File: src/rtl/picosoc_pkg.sv
// Shared types and constants for the picosoc iomem arbiter.
// Holds the arbiter state encoding and the default error read data.
package picosoc_pkg;

    typedef enum logic [1:0] {
        IDLE  = 2'd0,
        BUSY0 = 2'd1,
        BUSY1 = 2'd2
    } arb_state_t;

    localparam logic [31:0] ERR_RDATA_DEFAULT = 32'hFFFF_FFFF;

endpackage

File: src/rtl/picosoc_bus_timer.sv
// Slave-ready watchdog for the iomem arbiter.
// Counts stalled BUSY cycles and keeps a sticky, saturating timeout tally.
module picosoc_bus_timer #(
    parameter int unsigned TIMEOUT_CYCLES = 1024
) (
    input  logic       clk,
    input  logic       resetn,
    input  logic       i_busy,
    input  logic       i_done,
    input  logic       i_clr,
    output logic       o_expire,
    output logic       o_timeout,
    output logic [7:0] o_count
);

    localparam int TW = $clog2(TIMEOUT_CYCLES) + 1;
    localparam logic [TW-1:0] LAST = TW'(TIMEOUT_CYCLES - 1);

    logic [TW-1:0] r_timer;
    logic          r_timeout;
    logic [7:0]    r_count;
    logic          w_expire;

    // A slave response on the last cycle takes priority over the timeout.
    assign w_expire  = i_busy & ~i_done & (r_timer == LAST);
    assign o_expire  = w_expire;
    assign o_timeout = r_timeout;
    assign o_count   = r_count;

    always_ff @(posedge clk or negedge resetn) begin
        if (!resetn) begin
            r_timer <= '0;
        end else if (!i_busy || i_done || w_expire) begin
            r_timer <= '0;
        end else begin
            r_timer <= r_timer + 1'b1;
        end
    end

    always_ff @(posedge clk or negedge resetn) begin
        if (!resetn) begin
            r_timeout <= 1'b0;
            r_count   <= 8'h00;
        end else if (i_clr) begin
            r_timeout <= 1'b0;
            r_count   <= 8'h00;
        end else if (w_expire) begin
            r_timeout <= 1'b1;
            if (r_count != 8'hFF) begin
                r_count <= r_count + 8'd1;
            end
        end
    end

endmodule

File: src/rtl/picosoc_iomem_arbiter.sv
// Two-master round-robin arbiter in front of the shared iomem decoder.
// Latches the granted request and guards the slave with a ready timeout.
module picosoc_iomem_arbiter
    import picosoc_pkg::*;
#(
    parameter int unsigned TIMEOUT_CYCLES = 1024,
    parameter logic [31:0] ERR_RDATA      = ERR_RDATA_DEFAULT
) (
    input  logic        clk,
    input  logic        resetn,
    input  logic        m0_valid_i,
    input  logic [3:0]  m0_wstrb_i,
    input  logic [31:0] m0_addr_i,
    input  logic [31:0] m0_wdata_i,
    output logic [31:0] m0_rdata_o,
    output logic        m0_ready_o,
    input  logic        m1_valid_i,
    input  logic [3:0]  m1_wstrb_i,
    input  logic [31:0] m1_addr_i,
    input  logic [31:0] m1_wdata_i,
    output logic [31:0] m1_rdata_o,
    output logic        m1_ready_o,
    output logic        s_valid_o,
    output logic [3:0]  s_wstrb_o,
    output logic [31:0] s_addr_o,
    output logic [31:0] s_wdata_o,
    input  logic [31:0] s_rdata_i,
    input  logic        s_ready_i,
    output logic        timeout_o,
    output logic [7:0]  timeout_count_o,
    input  logic        timeout_clr_i
);

    arb_state_t  r_state;
    logic        r_last_grant;
    logic [3:0]  r_wstrb;
    logic [31:0] r_addr;
    logic [31:0] r_wdata;

    logic        w_busy;
    logic        w_expire;
    logic        w_end;
    logic [31:0] w_rsp_data;

    assign w_busy     = (r_state != IDLE);
    assign w_end      = s_ready_i | w_expire;
    assign w_rsp_data = w_expire ? ERR_RDATA : s_rdata_i;

    assign s_valid_o = w_busy;
    assign s_wstrb_o = r_wstrb;
    assign s_addr_o  = r_addr;
    assign s_wdata_o = r_wdata;

    assign m0_ready_o = (r_state == BUSY0) & w_end;
    assign m1_ready_o = (r_state == BUSY1) & w_end;
    assign m0_rdata_o = (r_state == BUSY0) ? w_rsp_data : 32'h0;
    assign m1_rdata_o = (r_state == BUSY1) ? w_rsp_data : 32'h0;

    picosoc_bus_timer #(
        .TIMEOUT_CYCLES(TIMEOUT_CYCLES)
    ) u_timer (
        .clk      (clk),
        .resetn   (resetn),
        .i_busy   (w_busy),
        .i_done   (s_ready_i),
        .i_clr    (timeout_clr_i),
        .o_expire (w_expire),
        .o_timeout(timeout_o),
        .o_count  (timeout_count_o)
    );

    // last_grant resets to 1 so master 0 wins the first tie.
    always_ff @(posedge clk or negedge resetn) begin
        if (!resetn) begin
            r_state      <= IDLE;
            r_last_grant <= 1'b1;
            r_wstrb      <= 4'h0;
            r_addr       <= 32'h0;
            r_wdata      <= 32'h0;
        end else begin
            unique case (r_state)
                IDLE: begin
                    if (m0_valid_i && (!m1_valid_i || r_last_grant)) begin
                        r_state <= BUSY0;
                        r_wstrb <= m0_wstrb_i;
                        r_addr  <= m0_addr_i;
                        r_wdata <= m0_wdata_i;
                    end else if (m1_valid_i) begin
                        r_state <= BUSY1;
                        r_wstrb <= m1_wstrb_i;
                        r_addr  <= m1_addr_i;
                        r_wdata <= m1_wdata_i;
                    end
                end
                BUSY0: begin
                    if (w_end) begin
                        r_state      <= IDLE;
                        r_last_grant <= 1'b0;
                    end
                end
                BUSY1: begin
                    if (w_end) begin
                        r_state      <= IDLE;
                        r_last_grant <= 1'b1;
                    end
                end
                default: r_state <= IDLE;
            endcase
        end
    end

endmodule

File: config.mk
export PLATFORM = sky130hd
export DESIGN_NAME = picosoc_iomem_arbiter
export DESIGN_NICKNAME = d
export VERILOG_FILES = /design/src/rtl/picosoc_pkg.sv /design/src/rtl/picosoc_bus_timer.sv /design/src/rtl/picosoc_iomem_arbiter.sv
export SDC_FILE = /design/constraint.sdc
export NUM_CORES = 1
export LEC_CHECK = 0
export ABC_CLOCK_PERIOD_IN_PS = 2800
export BUFFER_PORTS_ARGS = -buffer_cell sky130_fd_sc_hd__clkbuf_2
export CORE_AREA = 2 2 123 125
export DETAILED_ROUTE_END_ITERATION = 8
export DIE_AREA = 0 0 125 127
export GPL_TIMING_DRIVEN = 0
export PLACE_DENSITY_LB_ADDON = 0.25
export SLEW_MARGIN = 15
export SYNTH_ARGS = -nofsm -noshare
export SYNTH_HDL_FRONTEND = slang
export SYNTH_SLANG_ARGS = --single-unit
export TNS_END_PERCENT = 100
File: constraint.sdc
create_clock -name clk -period 2.8 [get_ports clk]
set_clock_uncertainty 0.2 [all_clocks]
set_input_delay 0.56 -clock clk [delete_from_list [all_inputs] [get_ports clk]]
set_output_delay 0.56 -clock clk [all_outputs]
set_load 0.02 [all_outputs]
* After elaboration in Yosys (flattened, before gate mapping)
Cells that the tools add are included.
Word-level totals: logic and storage cells 63, flip-flop bits (word level) 91
Cells by class: $add $sub $neg 2, bitwise gates (word level) 6, reduce and logical (&&, ||, !) cells 17, equality and inequality tests 8, multiplexer cells 22
Operator list (number):
- $mux 32 | 7
- $mux 8 | 3
- $add 11x1->11 const B | 1
- $eq 11x10->1 const B | 1
- $mux 11 | 1
- $reduce_bool 2->1 | 5
- $add 8x1->8 const B | 1
- $mux 4 | 2
- $ne 8x8->1 const B | 1
- $mux 2 | 3
- $reduce_and 2->1 | 3
- $and 1x1->1 | 4
- $mux 1 | 4
- $ne 2x2->1 const B | 2
- $pmux 2 s2 | 1
- $logic_or 1x1->1 | 3
- $ne 3x3->1 const B | 1
- $reduce_and 3->1 | 1
- $eq 2x1->1 const B | 1
- $eq 2x2->1 const B | 1
- $logic_not 1->1 | 2
- $logic_not 2->1 | 1
- $ne 2x1->1 const B | 1
- $pmux 1 s2 | 1
- other kinds (4) | 4

* Longest topological paths before layout
Gate-level depths: netlist of run 1.
word-level depth 6, depth in mapped cells 9, gate-level depth less buffers 6

* Cells and area by module
A second synthesis of run 1 with hierarchy kept.
Second synthesis, totals: cells, all modules 587, area total of the unflattened synthesis 5333.9 um^2
By module, submodules not included:
- picosoc_iomem_arbiter | instances 1, area each 4325.4 um^2, cells an instance 488
- picosoc_bus_timer | instances 1, area each 1008.5 um^2, cells an instance 99

* Worst setup path before layout of run 1
OpenSTA, ideal clock, no wires.
path type register to output, start reg r_state[0], end out m1_rdata_o[10], slack -0.216 ns, buffers on the path 3, cell stages (with the launch flop) 9, data arrival time 2.256 ns, path through dfrtp_1 -> inv_1 -> ha_1 -> buf_2 -> or3_1 -> nor4_1 -> clkbuf_1 -> buf_2 -> o21a_1
On the way: cells in the longest elaborated chain, start to end 5, elaborated cells between the ends (all ways) 6
RTL lines:
- start: declaration | line picosoc_iomem_arbiter.sv:34 | arb_state_t r_state;
- start signal: assignment | line picosoc_iomem_arbiter.sv:75 | r_state <= IDLE;
- start signal: assignment | line picosoc_iomem_arbiter.sv:84 | r_state <= BUSY0;
- start signal: assignment | line picosoc_iomem_arbiter.sv:89 | r_state <= BUSY1;
- $reduce_bool 2->1 | line picosoc_iomem_arbiter.sv:45 | assign w_busy = (r_state != IDLE);
- $and 1x1->1 (2 in a row) | line picosoc_bus_timer.sv:25 | assign w_expire = i_busy & ~i_done & (r_timer == LAST);
- $mux 32 | line picosoc_iomem_arbiter.sv:47 | assign w_rsp_data = w_expire ? ERR_RDATA : s_rdata_i;
- $mux 32 * | line picosoc_iomem_arbiter.sv:57 | assign m1_rdata_o = (r_state == BUSY1) ? w_rsp_data : 32'h0;
- end: declaration | line picosoc_iomem_arbiter.sv:21 | output logic [31:0] m1_rdata_o,
Every way passes the cells marked *; elsewhere a longest branch is shown, timed or not.

* Final worst setup path of run 1
start reg r_state[0], end out m0_rdata_o[17]
On the way: cells in the longest elaborated chain, start to end 5, elaborated cells between the ends (all ways) 6
RTL lines:
- $reduce_bool 2->1 | line picosoc_iomem_arbiter.sv:45
- $and 1x1->1 (2 in a row) | line picosoc_bus_timer.sv:25
- $mux 32 | line picosoc_iomem_arbiter.sv:47
- $mux 32 * | line picosoc_iomem_arbiter.sv:56 | assign m0_rdata_o = (r_state == BUSY0) ? w_rsp_data : 32'h0;
- end: declaration | line picosoc_iomem_arbiter.sv:15 | output logic [31:0] m0_rdata_o,
Marked as above.

==> impl_metrics.env, run 1 <==
export IMPL_maxCapViolations=0
export IMPL_synth_nets=676
export IMPL_dieArea_um2=15900
export IMPL_finalNonFillerCells=1039
export IMPL_area_delta_synth_final_pct=65.7
export IMPL_core_area_um2=14400
export IMPL_synth_top_cell_area_share_pct=47.0
export IMPL_tns_ns=-4.97
export IMPL_yosysWarnings=0
export IMPL_grtUsageTotal_pct=20.6
export IMPL_finalMaxSlewViolations=0
export IMPL_cp_required_ns=2.04
export IMPL_grt_overflow=0
export IMPL_io_pins=318
export IMPL_cts_max_path_buffers=2
export IMPL_drc=0
export IMPL_grt_pass1_vias=4936
export IMPL_power_frac_clock_pct=18.9
export IMPL_syn_inst=497
export IMPL_grt_antenna_before_repair=0
export IMPL_violations="setup timing"
export IMPL_synth_flop_cell="dfrtp_1"
export IMPL_hold_viol_final=0
export IMPL_crit_arrival_ns=2.15
export IMPL_async_flop_share_pct=100
export IMPL_p_int_mw=4.09
export IMPL_tightest_slew_ns=0.897
export IMPL_min_path_type="input port to asynchronous set/reset pin"
export IMPL_clock_latency_ns=0.34
export IMPL_drtIter0Drc=171
export IMPL_synth_seq_cells=91
export IMPL_placed_area_um2=6640
export IMPL_synth_simple_gate_area_share_pct=10.3
export IMPL_grt_pass1_wl_um=26100
export IMPL_seqPwrFrac_pct=29.5
export IMPL_totalWireLength_um=17000
export IMPL_synthMuxAreaShare_pct=14.2
export IMPL_power_density_nw_per_um2=903
export IMPL_fp_dieH_um=127
export IMPL_fmax_mhz=344
export IMPL_initial_core_util_pct=33.2
export IMPL_synth_top_family_by_area="compound AO/OA/AOI/OAI gates"
export IMPL_root_buffer="clkbuf_16"
export IMPL_drive_above_1_share_pct=44.3
export IMPL_vias=5007
export IMPL_cp_start_kind="register"
export IMPL_synth_fa_ha_area_share_pct=1.31
export IMPL_synth_edf_count=0
export IMPL_synth_most_common_cell="dfrtp_1"
export IMPL_tritoncts="built"
export IMPL_yosys_area_top_type="dfrtp_1"
export IMPL_synth_compound_area_share_pct=21.5
export IMPL_routed_via_density=4.82
export IMPL_place_congestion=0.774
export IMPL_clk_pin_slew_ns=0.07
export IMPL_synthTopCellsByArea="dfrtp_1 (47%), mux2i_1 (14%), o21a_1 (11%)"
export IMPL_hold_buffers=0
export IMPL_ant_nets=0
export IMPL_cts_sinks=91
export IMPL_diodes=0
export IMPL_leakage_nw=4.09
export IMPL_ys_seq_area_share_pct=47.6
export IMPL_combPwrFrac_pct=51.6
export IMPL_wl_per_cell_um=16.3
export IMPL_numCtsBuffers=9
export IMPL_synth_area_per_cell_um2=9.63
export IMPL_place_hpwl_um=12300
export IMPL_rsz0062_at_grt="true"
export IMPL_fin_crit_sh_pct=104
export IMPL_cts_htree_levels=3
export IMPL_slew_headroom_pct=40.2
export IMPL_dpl_cell_count=998
export IMPL_timing_final_ws_setup_ns=-0.107
export IMPL_grt_max_degree=92
export IMPL_synth_cell_area_um2=4790
export IMPL_path_max_fanout=5
export IMPL_power_switching_mw=3.08
export IMPL_synth_commonest_cells="dfrtp_1 (90), o21ai_0 (74), nand2_1 (73)"
export IMPL_peakVddDrop_uv=519
export IMPL_stdcell_area_um2=7930
export IMPL_end_kind="primary output"
export IMPL_fin_nets=1029
export IMPL_p_sw_share_pct=43.0
export IMPL_fin_crit_ns=2.91
export IMPL_finalSetupViolCount=65
export IMPL_synth_xor_area_share_pct=1.10
export IMPL_reg2regPathDepth=9
export IMPL_rows=44
export IMPL_die_x_um=125
export IMPL_ys_types=36
export IMPL_crit_type="register to primary output"
export IMPL_status="finished, violations left"
export IMPL_nFillCells=1335
export IMPL_drt_first_pass_iters=4
export IMPL_portBuffers=316
[critical path: stages (launching register included)]
cell	delay (ns)
dfrtp_1	0.36
inv_2	0.06
ha_4	0.16
or3_4	0.35
nor4_4	0.15
buf_6	0.17
buf_8	0.13
clkbuf_16	0.15
o21a_1	0.13
clkbuf_8	0.15
[power groups by stage]
stage | registers (mW) | clock network (mW) | logic [mW]
floorplan | 2.71 | 0 | 1.41
global placement | 2.11 | 0 | 3.29
detailed placement | 2.13 | 0 | 3.31
CTS | 2.11 | 1.38 | 3.67
global route | 2.19 | 1.43 | 4.01
finish | 2.11 | 1.36 | 3.70
[state kept, by name, summed over array words and instances, names as in the netlist]
register / flops
s_wdata_o: 32
r_last_grant: 1
u_timer.o_timeout: 1
u_timer.o_count: 8
s_addr_o: 32
r_state: 2
s_wstrb_o: 4
u_timer.r_timer: 11
[stage by stage]
stage / worst slack [ns] / power, mW / hold WS, ns / utilization, %
2_1_floorplan: 0.0445 / 4.12 / 0.0644 / -
4_1_cts: -0.201 / 7.17 / 0.109 / 53.5
3_3_place_gp: -0.282 / 5.40 / 0.262 / 45.9
6_report: -0.107 / 7.16 / 0.0771 / 55.0
5_1_grt: -0.176 / 7.63 / 0.132 / 55.0
3_5_place_dp: -0.292 / 5.44 / 0.264 / 46.0
[logic make-up after synthesis]
group | after synthesis
XOR/XNOR | 6
AND/OR/NAND/NOR | 114
flip-flops | 91
multiplexers | 68
adder cells (fa/ha/maj) | 5
AO/OA/AOI/OAI | 164
buffers and inverters | 49
[final cells by class]
| type | count | area, um2 | share of cell area (%) |
|---|---|---|---|
| clock inverters | 6 | 93.8 | 1.18 |
| clock buffers | 10 | 239 | 3.01 |
| well taps | 184 | 230 | 2.90 |
| plain buffers | 40 | 251 | 3.17 |
| inverters | 8 | 30.0 | 0.379 |
| multi-input cells | 357 | 2360 | 29.8 |
| repair buffers | 343 | 2440 | 30.8 |
| flip-flops and latches | 91 | 2280 | 28.7 |
[path summary, 6_finish.rpt]
path | start | to | slack (ns)
worst min register to register | s_addr_o[21] | s_addr_o[21] | 0.28
worst max-delay path | r_state[0] | m0_rdata_o[17] | -0.11
worst min-delay path | resetn | s_wdata_o[4] | 0.08
max in group asynchronous | resetn | u_timer.r_timer[6] | 1.82
worst max register to register | u_timer.r_timer[0] | u_timer.o_count[7] | 0.04
min in group clk | s_addr_o[21] | s_addr_o[21] | 0.28
[routing by layer]
metal  track usage [%]  vias to the layer above  routed length, um
met5                 0                        -                  0
met4              7.91                        0                401
met3              4.31                       28               1090
met2              38.6                      241               8980
met1              22.9                     2284               6490
li1                  -                     2454                  -
[cell usage in the layout (no fill, tap or decap), types with 5 or more instances in the layout]
cell,instances
o21ai_0,73
clkbuf_16,15
nand2_1,73
mux2i_1,68
or3_1,6
clkbuf_1,22
nand3_1,5
buf_4,17
buf_6,11
buf_1,8
clkbuf_2,251
clkbuf_8,62
inv_1,6
dfrtp_1,90
buf_8,5
o21a_1,67
a21oi_1,9
xnor2_1,5
nor2_1,14
[timing repair]
item,CTS,global route
pin swaps,5,9
endpoints found under the setup margin,69,106
gates cloned,2,5
gates resized for setup,151,29
buffers inserted,12,7
Note: power is estimated with default switching activity, not from simulation.
==> run 2: changes to the inputs <==
--- a/config.mk
+++ b/config.mk
@@ -11,6 +11,7 @@
 export DETAILED_ROUTE_END_ITERATION = 8
 export DIE_AREA = 0 0 125 127
 export GPL_TIMING_DRIVEN = 0
+export HOLD_SLACK_MARGIN = 0.12
 export PLACE_DENSITY_LB_ADDON = 0.25
 export SLEW_MARGIN = 15
 export SYNTH_ARGS = -nofsm -noshare
==> run 2 against run 1 <==
The flow still finishes with violations (setup timing). Sequential share of layout area barely moved. Sequential cell count did not move. Routed wire length barely moved. Die area did not move. First-iteration DRC count fell by 8.2%. Via count barely moved. Register-to-register slack barely moved. Critical path depth did not move. Sequential power barely moved. Critical path type unchanged. Largest power group unchanged.
==> impl_metrics.env, run 2 (same netlist as run 1, synthesis figures left out) <==
export IMPL_status="finished, violations left"
export IMPL_violations="setup timing"
export IMPL_p_total_mw=7.16
export IMPL_finalMaxSlewViolations=0
export IMPL_die_x_um=125
export IMPL_fmax_mhz=343
export IMPL_grt_antenna_before_repair=0
export IMPL_rsz0062_at_grt="true"
export IMPL_power_density_nw_per_um2=902
export IMPL_io_pins=318
export IMPL_numCtsBuffers=9
export IMPL_grt_overflow=0
export IMPL_utilization_pct=55.1
export IMPL_fin_crit_ns=2.91
export IMPL_ant_nets=0
export IMPL_cp_required_ns=2.04
export IMPL_layout_common_cells="clkbuf_2 (251), dfrtp_1 (90), nand2_1 (73), o21ai_0 (73), mux2i_1 (68)"
export IMPL_cts_max_path_buffers=2
export IMPL_place_ws_ns=-0.292
export IMPL_portBuffers=316
export IMPL_cts_sinks=91
export IMPL_timing_final_ws_setup_ns=-0.111
export IMPL_grt_pass1_vias=4943
export IMPL_path_max_fanout=5
export IMPL_leakage_nw=4.10
export IMPL_maxCapViolations=0
export IMPL_clock_latency_ns=0.34
export IMPL_drc=0
export IMPL_fin_crit_sh_pct=104
export IMPL_crit_arrival_ns=2.15
export IMPL_tritoncts="built"
export IMPL_vias=5004
export IMPL_cts_htree_levels=3
export IMPL_peakVddDrop_uv=519
export IMPL_nFillCells=1331
export IMPL_grt_pass1_wl_um=26100
export IMPL_end_kind="primary output"
export IMPL_grtUsageTotal_pct=20.6
export IMPL_crit_type="register to primary output"
export IMPL_drtIter0Drc=157
export IMPL_routed_via_density=4.81
export IMPL_area_delta_synth_final_pct=65.9
export IMPL_rows=44
export IMPL_core_area_um2=14400
export IMPL_totalWireLength_um=17000
export IMPL_drive_above_1_share_pct=44.3
export IMPL_dieArea_um2=15900
export IMPL_root_buffer="clkbuf_16"
export IMPL_slew_headroom_pct=40.2
export IMPL_fp_dieH_um=127
export IMPL_place_congestion=0.774
export IMPL_initial_core_util_pct=33.2
export IMPL_place_hpwl_um=12300
export IMPL_clk_pin_slew_ns=0.07
export IMPL_drt_first_pass_iters=4
export IMPL_tightest_slew_ns=0.897
export IMPL_hold_viol_final=0
export IMPL_cp_start_kind="register"
export IMPL_layout_commonest_cell="clkbuf_2"
export IMPL_wl_per_cell_um=16.3
export IMPL_grt_max_degree=92
export IMPL_min_path_type="register to register"
export IMPL_diodes=0
export IMPL_finalSetupViolCount=65
export IMPL_fin_nets=1030
run 2: cell count changes in the layout (fill, tap and decap cells not counted), sizes merged:
cell / delta
dlygate4sd3: +1
run 2: worst paths after layout:
check | cells past startpoint | from | slack (ns) | endpoint
min in group asynchronous | 2 | resetn | 0.64 | s_wdata_o[4]
setup reg to reg | 9 | u_timer.r_timer[0] | 0.04 | u_timer.o_count[7]
setup / recovery | 9 | r_state[0] | -0.11 | m1_rdata_o[11]
hold reg to reg | 2 | s_addr_o[21] | 0.28 | s_addr_o[21]
hold / removal | 2 | s_addr_o[21] | 0.28 | s_addr_o[21]
max in group asynchronous | 2 | resetn | 1.26 | u_timer.r_timer[6]
run 2: final cells by class:
cell class,instances,area (um2),area share (%)
multi-input cells,357,2360,29.8
plain buffers,40,251,3.17
well taps,184,230,2.90
inverters,8,30.0,0.378
flip-flops and latches,91,2280,28.7
repair buffers,344,2450,30.9
clock inverters,6,93.8,1.18
clock buffers,10,239,3.01
run 2: report_power, final:
group | leakage, nW | switching (mW) | internal, mW
Clock | 0.160 | 0.539 | 0.816
Sequential | 1.15 | 0.276 | 1.84
Combinational | 2.79 | 2.26 | 1.43
run 2: worst max-delay path, stage by stage (launching register included):
cell	delay, ns
dfrtp_1	0.36
inv_2	0.06
ha_4	0.16
or3_4	0.35
nor4_4	0.15
buf_6	0.17
buf_8	0.14
buf_8	0.12
o21a_1	0.16
clkbuf_8	0.15
run 2: per-stage QoR:
stage / setup TNS (ns) / std cells / instance area, um2 / hold WS (ns)
3_5_place_dp: -15.80 / 998 / 6640 / 0.264
5_1_grt: -9.99 / 1040 / 7940 / 0.302
6_report: -4.93 / 1040 / 7940 / 0.276
4_1_cts: -11.27 / 1028 / 7730 / 0.284
3_3_place_gp: -34.84 / 997 / 6620 / 0.262
2_1_floorplan: 0 / 497 / 4800 / 0.0644
run 2: what timing repair did:
item                                   CTS  global route
pin swaps                                5             9
endpoints found under the hold margin   20             0
resized for setup                      151            29
hold buffers                             1             0
setup buffers                           12             7
setup endpoints to repair               69           106
cloned                                   2             5
run 2: metal layers:
metal | vias to the layer above | global-route usage, % | share of wire [%]
met5 | - | 0 | 0
met3 | 28 | 4.31 | 6.5
met2 | 238 | 38.6 | 53
li1 | 2455 | - | -
met4 | 0 | 7.91 | 2.4
met1 | 2283 | 22.9 | 38
